==> config.mk <==
export PLATFORM = sky130hd
export DESIGN_NAME = alluvial_seq
export DESIGN_NICKNAME = d
export VERILOG_FILES = /design/src/rtl/alluvial_seq_pkg.sv /design/src/rtl/alluvial_seq_byte_adder.sv /design/src/rtl/alluvial_seq.sv
export SDC_FILE = /design/constraint.sdc
export NUM_CORES = 1
export LEC_CHECK = 0
export ABC_AREA = 1
export CAP_MARGIN = 25
export CORE_MARGIN = 2
export CORE_UTILIZATION = 40
export DETAILED_ROUTE_END_ITERATION = 10
export GPL_ROUTABILITY_DRIVEN = 0
export GPL_TIMING_DRIVEN = 0
export PLACE_DENSITY_LB_ADDON = 0.08
export SYNTH_ARGS = -nofsm -noshare
export SYNTH_HDL_FRONTEND = slang
export SYNTH_SLANG_ARGS = --single-unit
==> constraint.sdc <==
create_clock -name clk -period 4 [get_ports clk]
set_input_delay 1 -clock clk [delete_from_list [all_inputs] [get_ports clk]]
set_output_delay 1 -clock clk [all_outputs]
set_load 0.05 [all_outputs]
==> src/rtl/alluvial_seq_pkg.sv <==
// Shared types for the byte-serial ADD/SUB sequencer.
// Op codes are 32-bit encoded to match the request channel width.
package alluvial_pkg;

    localparam int BYTE_W = 8;

    typedef enum logic [31:0] {
        ADD = 32'd0,
        SUB = 32'd1
    } op_e;

    typedef enum logic [1:0] {
        IDLE = 2'd0,
        RUN  = 2'd1,
        DONE = 2'd2
    } seq_state_e;

endpackage

==> src/rtl/alluvial_seq_byte_adder.sv <==
// Single 8-bit adder slice with carry-in, shared across all bytes.
module alluvial_byte_adder
    import alluvial_pkg::*;
(
    input  logic [BYTE_W-1:0] a,
    input  logic [BYTE_W-1:0] b,
    input  logic              cin,
    output logic [BYTE_W-1:0] sum,
    output logic              cout
);

    assign {cout, sum} = {1'b0, a} + {1'b0, b} + {{BYTE_W{1'b0}}, cin};

endmodule

==> src/rtl/alluvial_seq.sv <==
// Byte-serial wide ADD/SUB controller around one 8-bit adder slice.
// Define ALLUVIAL_SEQ_PERF_EN to add the perf_ops handshake counter.
module alluvial_seq
    import alluvial_pkg::*;
#(
    parameter int BYTES = 4
) (
    input  logic                 clk,
    input  logic                 rst_n,
    input  logic                 req_valid,
    output logic                 req_ready,
    input  logic [31:0]          req_op,
    input  logic [8*BYTES-1:0]   req_a,
    input  logic [8*BYTES-1:0]   req_b,
    output logic                 rsp_valid,
    input  logic                 rsp_ready,
    output logic [8*BYTES-1:0]   rsp_result,
    output logic                 rsp_error
`ifdef ALLUVIAL_SEQ_PERF_EN
    ,
    output logic [15:0]          perf_ops
`endif
);

    localparam int W    = 8 * BYTES;
    localparam int IDXW = $clog2(BYTES);
    localparam logic [IDXW-1:0] LAST = IDXW'(BYTES - 1);

    seq_state_e      state_q, state_d;
    logic [W-1:0]    a_q, a_d;
    logic [W-1:0]    b_q, b_d;
    logic [W-1:0]    res_q, res_d;
    logic            err_q, err_d;
    logic [IDXW-1:0] idx_q, idx_d;
    logic            carry_q, carry_d;
    logic            sub_q, sub_d;

    logic [7:0]      slice_sum;
    logic            slice_cout;

    // Operands shift right each step, so the slice always sees byte 0.
    alluvial_byte_adder u_slice (
        .a    (a_q[7:0]),
        .b    (b_q[7:0]),
        .cin  (carry_q),
        .sum  (slice_sum),
        .cout (slice_cout)
    );

    always_comb begin
        state_d = state_q;
        a_d     = a_q;
        b_d     = b_q;
        res_d   = res_q;
        err_d   = err_q;
        idx_d   = idx_q;
        carry_d = carry_q;
        sub_d   = sub_q;
        unique case (state_q)
            IDLE: begin
                if (req_valid) begin
                    if (req_op == 32'(ADD)) begin
                        a_d     = req_a;
                        b_d     = req_b;
                        carry_d = 1'b0;
                        sub_d   = 1'b0;
                        idx_d   = '0;
                        state_d = RUN;
                    end else if (req_op == 32'(SUB)) begin
                        a_d     = req_a;
                        b_d     = ~req_b;
                        carry_d = 1'b1;
                        sub_d   = 1'b1;
                        idx_d   = '0;
                        state_d = RUN;
                    end else begin
                        res_d   = '0;
                        err_d   = 1'b1;
                        state_d = DONE;
                    end
                end
            end
            RUN: begin
                // Result fills from the top; after BYTES steps byte 0 sits at the bottom.
                a_d     = a_q >> 8;
                b_d     = b_q >> 8;
                res_d   = {slice_sum, res_q[W-1:8]};
                carry_d = slice_cout;
                idx_d   = idx_q + 1'b1;
                if (idx_q == LAST) begin
                    err_d   = sub_q ? ~slice_cout : slice_cout;
                    idx_d   = '0;
                    state_d = DONE;
                end
            end
            DONE: begin
                if (rsp_ready) begin
                    state_d = IDLE;
                end
            end
            default: state_d = IDLE;
        endcase
    end

    always_ff @(posedge clk) begin
        if (!rst_n) begin
            state_q <= IDLE;
            a_q     <= '0;
            b_q     <= '0;
            res_q   <= '0;
            err_q   <= 1'b0;
            idx_q   <= '0;
            carry_q <= 1'b0;
            sub_q   <= 1'b0;
        end else begin
            state_q <= state_d;
            a_q     <= a_d;
            b_q     <= b_d;
            res_q   <= res_d;
            err_q   <= err_d;
            idx_q   <= idx_d;
            carry_q <= carry_d;
            sub_q   <= sub_d;
        end
    end

    assign req_ready  = (state_q == IDLE);
    assign rsp_valid  = (state_q == DONE);
    assign rsp_result = res_q;
    assign rsp_error  = err_q;

`ifdef ALLUVIAL_SEQ_PERF_EN
    logic [15:0] perf_q, perf_d;

    always_comb begin
        perf_d = perf_q;
        if (rsp_valid && rsp_ready && perf_q != 16'hFFFF) begin
            perf_d = perf_q + 16'd1;
        end
    end

    always_ff @(posedge clk) begin
        if (!rst_n) begin
            perf_q <= '0;
        end else begin
            perf_q <= perf_d;
        end
    end

    assign perf_ops = perf_q;
`endif

endmodule

[Yosys cells after proc, flatten, opt, wreduce, memory -nomap -nowiden]
Index checks and enable logic that the tools add are counted.
Word-level totals
  bits in registers: 103
  word-level logic and storage cells: 65
  output and inout port bits: 35
Operators by class
  bitwise logic cells: 2
  reduce and logical (&&, ||, !) cells: 9
  add/subtract/negate cells: 3
  mux-type cells: 33
  equality and inequality tests: 10
Operators by type and width (count)
  $mux W32: 9
  $pmux W32 S2: 3
  $eq A32 B1 Y1 const B: 1
  $logic_not A32 Y1: 1
  $not A32 Y32: 1
  $mux W2: 9
  $add A8 B8 Y9: 1
  $add A9 B1 Y9: 1
  $reduce_and A3 Y1: 3
  $mux W1: 8
  $ne A2 B2 Y1 const B: 4
  $pmux W2 S3: 1
  $reduce_and A5 Y1: 1
  $eq A2 B2 Y1 const B: 2
  $pmux W1 S2: 2
  $pmux W2 S2: 1
  $reduce_and A4 Y1: 1
  $reduce_bool A2 Y1: 2
  $ne A3 B1 Y1 const B: 1
  $add A2 B1 Y2 const B: 1
  $eq A2 B1 Y1 const B: 1
  $logic_not A2 Y1: 1
  $ne A2 B1 Y1 const B: 1
  $not A1 Y1: 1

[Longest topological paths before layout]
Gate-level depths: netlist of run 1.
  word-level depth: 6
  depth in mapped cells: 12

[Cells and area by module]
Synthesis of run 1 repeated with hierarchy kept, for this count alone.
Second synthesis, totals
  cell total of the unflattened synthesis: 865
  area, all modules: 5450.2 um^2
Modules (own cells, without submodules)
  alluvial_seq: seq. area each 2062.0 um^2, times used 1, area each 5066.1 um^2, cells each 806
  alluvial_byte_adder: seq. area each 0.0 um^2, times used 1, area each 384.1 um^2, cells each 59

[Worst setup path before layout of run 1]
Ideal clock, no wire load.
  kind: input port to flip-flop
  start: input port req_op[27]
  end: register a_q[22]
  buffers on the path: 2
  stages: 12
  path slack: 1842 ps
  arrival time: 2043 ps
  required time: 3884 ps
  path through: nor2_1 > nand2_1 > nor2_1 > nand2_1 > nor2_4 > nand2_2 > nand2_2 > buf_8 > inv_4 > buf_6 > nor2_2 > nor2_1
Between the ends
  longest elaborated chain between the ends: 4
  elaborated cells on any way between the ends: 7
Ends and longest elaborated chain
  from (decl): RTL line alluvial_seq.sv:12  | input logic [31:0] req_op,
  $logic_not A32 Y1: RTL line alluvial_seq.sv:62  | if (req_op == 32'(ADD)) begin
  $mux W32: RTL line alluvial_seq.sv:62
  $mux W32: RTL line alluvial_seq.sv:61  | if (req_valid) begin
  $pmux W32 S2: RTL line alluvial_seq.sv:59  | unique case (state_q)
  to (signal assigned): RTL line alluvial_seq.sv:108  | a_q <= '0;
  to (signal assigned): RTL line alluvial_seq.sv:117  | a_q <= a_d;
  to (decl): RTL line alluvial_seq.sv:30  | logic [W-1:0] a_q, a_d;
Several ways; a longest one is shown, not always the timed one. The select of a mux whose other input is x is not followed.
A chain may end at the register's enable or synchronous reset.

[Worst setup path in the final report of run 1]
  start: register state_q[1]
  end: output port rsp_valid
Between the ends
  longest elaborated chain between the ends: 1
Ends and longest elaborated chain
  from (decl): RTL line alluvial_seq.sv:29  | seq_state_e state_q, state_d;
  from (signal assigned): RTL line alluvial_seq.sv:116  | state_q <= state_d;
  $eq A2 B2 Y1: RTL line alluvial_seq.sv:128  | assign rsp_valid = (state_q == DONE);
  to (decl): RTL line alluvial_seq.sv:15  | output logic rsp_valid,
Every way passes these cells.

==> results of run 1 <==
==> worst max-delay path: cells and delay by family, from the launching register on <==
kind                   cells  cell delay (ps)
flip-flops                 1              440
buffers and inverters      2              940
AND/OR/NAND/NOR            1              200
==> state kept, by name, indices dropped and copies added (netlist names) <==
signal and count:
a_q 32, carry_q 1, state_q 2, sub_q 1
rsp_error 1, b_q 32, idx_q 2, rsp_result 32
==> per-layer routing <==
| layer | vias up | track usage (%) | routed length [um] |
|---|---|---|---|
| met5 | - | 0 | 0 |
| met3 | 15 | 3.59 | 999 |
| met2 | 165 | 37.2 | 7030 |
| met4 | 0 | 6.92 | 187 |
| li1 | 2717 | - | - |
| met1 | 2420 | 27.7 | 6590 |
==> worst paths after layout <==
kind,to,slack [ps],depth (start not counted)
min reg2reg,idx_q[0],460,1
max,rsp_valid,1080,3
max reg2reg,rsp_result[30],2040,9
min,idx_q[0],460,1
==> cells by family (layout without fill, tap and decap cells) <==
family                     Yosys count  in the layout  share of synthesized area [%]
and+or+nand+nor                    370            370                           29.4
AOI/OAI and AO/OA                  166            166                           18.7
DFF                                103            103                           39.1
buffers and inverters              101            250                           9.16
adders and majority gates           10             10                           2.66
xor gates and xnor gates             6              6                          0.996
==> per-stage QoR <==
stage                     hold slack (ps)  setup WS, ps
after floorplan                       433          1840
after global placement                447          1130
after detailed placement              454          1090
after CTS                             464          1080
after global routing                  480           998
final                                 465          1080
==> synth_stat cells, drive strengths merged <==
cell / instances
a211oi: 3
a21o: 1
a21oi: 44
a22oi: 26
a31oi: 1
buf: 25
clkbuf: 20
dfxtp: 103
fa: 2
ha: 8
inv: 56
nand2: 196
nand3: 23
nand3b: 7
nand4: 1
nor2: 139
o21a: 1
o21ai: 80
o21bai: 10
or2: 4
xnor2: 1
xor2: 5
==> area by class of cell <==
| cell class | count | area, sq um | share of cell area [%] |
|---|---|---|---|
| multi-input combinational | 552 | 2730 | 38.2 |
| buffer | 45 | 270 | 3.78 |
| clock buffer | 9 | 225 | 3.15 |
| inverter | 56 | 213 | 2.97 |
| timing repair buffer | 133 | 1330 | 18.6 |
| sequential | 103 | 2060 | 28.8 |
| tap | 172 | 215 | 3.01 |
| clock inverter | 7 | 105 | 1.47 |
==> report_power, final <==
group / total [uW] / internal [uW] / switching, uW / leakage (uW)
sequential: 1030 / 1030 / 1.95 / 0.000830
combinational: 203 / 116 / 87.0 / 0.00213
clock: 979 / 557 / 422 / 0.000152
==> impl_summary.txt, run 1 <==
----------------------------------------------------
[Outcome]
  Status ... complete, no violations

[Logic synthesis]
  Top cell type by total area after synthesis ... dfxtp_1
  Net Count, Synth ... 866
  Count of yosys warnings during synthesis ... 0
  Library cells used by synthesis ... 36
  Total standard cell area after synthesis ... 5270 sq um
  Share of Yosys cell area claimed by the top area cell type ... 39.1%
  Flip-flop and latch count after synthesis ... 103
  Sequential-to-total area share from yosys stat ... 39.1%
  Average cell area after synthesis ... 6.98 sq um
  Cells taking the most area after synthesis ... dfxtp_1 39%, nand2_1 14%, nor2_1 8.2%
  Cells after synthesis ... 756

[Finish]
  Most common library cell in the layout ignoring fill and taps ... nand2_1
  Filler cell count in the final layout ... 1304
  Final net count ... 1010
  Final instance area ... 7150 sq um
  Inserted Diodes ... 0
  Share of post-route cells with drive strength above 1 ... 10.1%
  Signed area change from the synthesized netlist to the final layout ... 35.6%
  Most used cells in the layout excluding fill and tap cells ... 193 x nand2_1, 133 x clkdlybuf4s50_1, 115 x nor2_1
  Non-filler instance count after layout ... 1077
  Share of the core filled with cells in the final layout ... 56.2%

[Floorplan]
  Die area ... 14100 sq um
  Starting utilization of the core area ... 41.5%
  Placeable core region ... 12700 sq um
  FP Rows ... 41
  Ports ... 135
  Die extent in y ... 119 um
  Horizontal die dimension ... 119 um

[Setup path]
  Startpoint of the lowest-slack register-to-register path ... a_q[0]
  Critical path's slowest cell ... clkdlybuf4s50_1
  Sort of element at the end of the critical path ... output port
  Cells along the critical path ... inv_1, nor2_1, clkdlybuf4s50_1
  Startpoint of the most critical setup path ... state_q[1]
  CP Launch Type ... flip-flop
  Worst endpoint data arrival time ... 1920 ps
  Max Fanout on Critical Path ... 5
  Stage delay of the slowest cell on the critical path ... 850 ps
  Path type of the worst setup path ... reg2out
  Required @ worst endpoint ... 3000 ps

[Clock tree]
  Clk Latency, worst-skew pair ... 350 ps
  TritonCTS clock tree ... built
  Buffers inserted during post-CTS setup optimization ... 0
  Clock input transition at the sequential cells of the worst setup and hold paths ... 70 ps
  Clock Tree Root ... clkbuf_16
  Number of buffers inserted by hold repair at cts ... 0
  Clock buffer depth ... 2
  CTS sink count ... 103
  Gates resized, CTS repair ... 0
  Clock buffers created by TritonCTS ... 9
  H-tree lvl count ... 3

[Placed design]
  Quantity of I/O buffers inserted on ports ... 133
  Detail Placement HPWL ... 11.3 mm
  Area after DPL ... 6820 sq um
  Number of placed instances, taps included ... 1061

[STA]
  F_max ... 343 MHz
  Count of final setup violators ... 0
  Unrepaired setup endpoints after global routing ... no
  Remaining max-slew budget at the tightest pin ... 60.9%
  Max Transition Viols Final ... 0
  Clock Skew ... 7.46 ps
  Period minus WS final ... 2920 ps
  Period utilization ... 72.9%
  Worst-Margin Slew ... 587 ps
  Final Hold Vio Count ... 0
  Setup Total Neg Slack ... 0 ps

[Global route]
  Maximum number of pins on one net before global-route repair ... 19
  Antenna violations before repair ... 0
  Global-route wire length before repair ... 24.7 mm
  Total GRT Usage ... 21.7%
  Residual overflow from global routing ... 0
  Number of global-route vias before repair ... 5093

[Power and ir drop]
  Total power per unit cell area ... 309 nW/um^2
  Leakage ... 0.00311 uW
  Power consumption ... 2210 uW
  Peak VDD IR ... 0.000231 V

[Min path]
  Hold path start ... idx_q[0]
  Hold Path Class ... reg2reg

[Detailed routing]
  Total number of vias ... 5317
  Routed WL ... 14.8 mm
  Starting DRT DRC Count ... 426
  Count of unresolved DRC violations after routing ... 0
  Iteration count of the initial detailed-routing pass ... 7
  DRT antenna net count ... 0
  Per-cell routed wire length ... 13.7 um
  Post-DR vias/cell ... 4.94

[Job]
  Max_cap viols ... 0

----------------------------------------------------
(Power assumes the default switching activity.)
==> run 2: changes to the inputs <==
clock period = 2.7 ns   (was 4 ns; I/O delays follow)
==> results of run 2 <==
The final DEF is identical to that of run 1. Status: complete, no violations.
Main changes from that run: setup slack after placement 1090 ps -> 114 ps; setup slack after layout 1080 ps -> 107 ps; register-to-register setup slack 2040 ps -> 740 ps; total power 2210 uW -> 3270 uW; worst IR drop on VDD 0.000231 V -> 0.000342 V
==> run 3: changes to the inputs <==
CTS_CLUSTER_SIZE = 24   (was default)
==> results of run 3 <==
The final DEF is identical to that of run 1. Status: complete, no violations.
Main changes from that run: setup slack after placement 1090 ps -> 114 ps; setup slack after layout 1080 ps -> 107 ps; register-to-register setup slack 2040 ps -> 740 ps; total power 2210 uW -> 3270 uW; worst IR drop on VDD 0.000231 V -> 0.000342 V
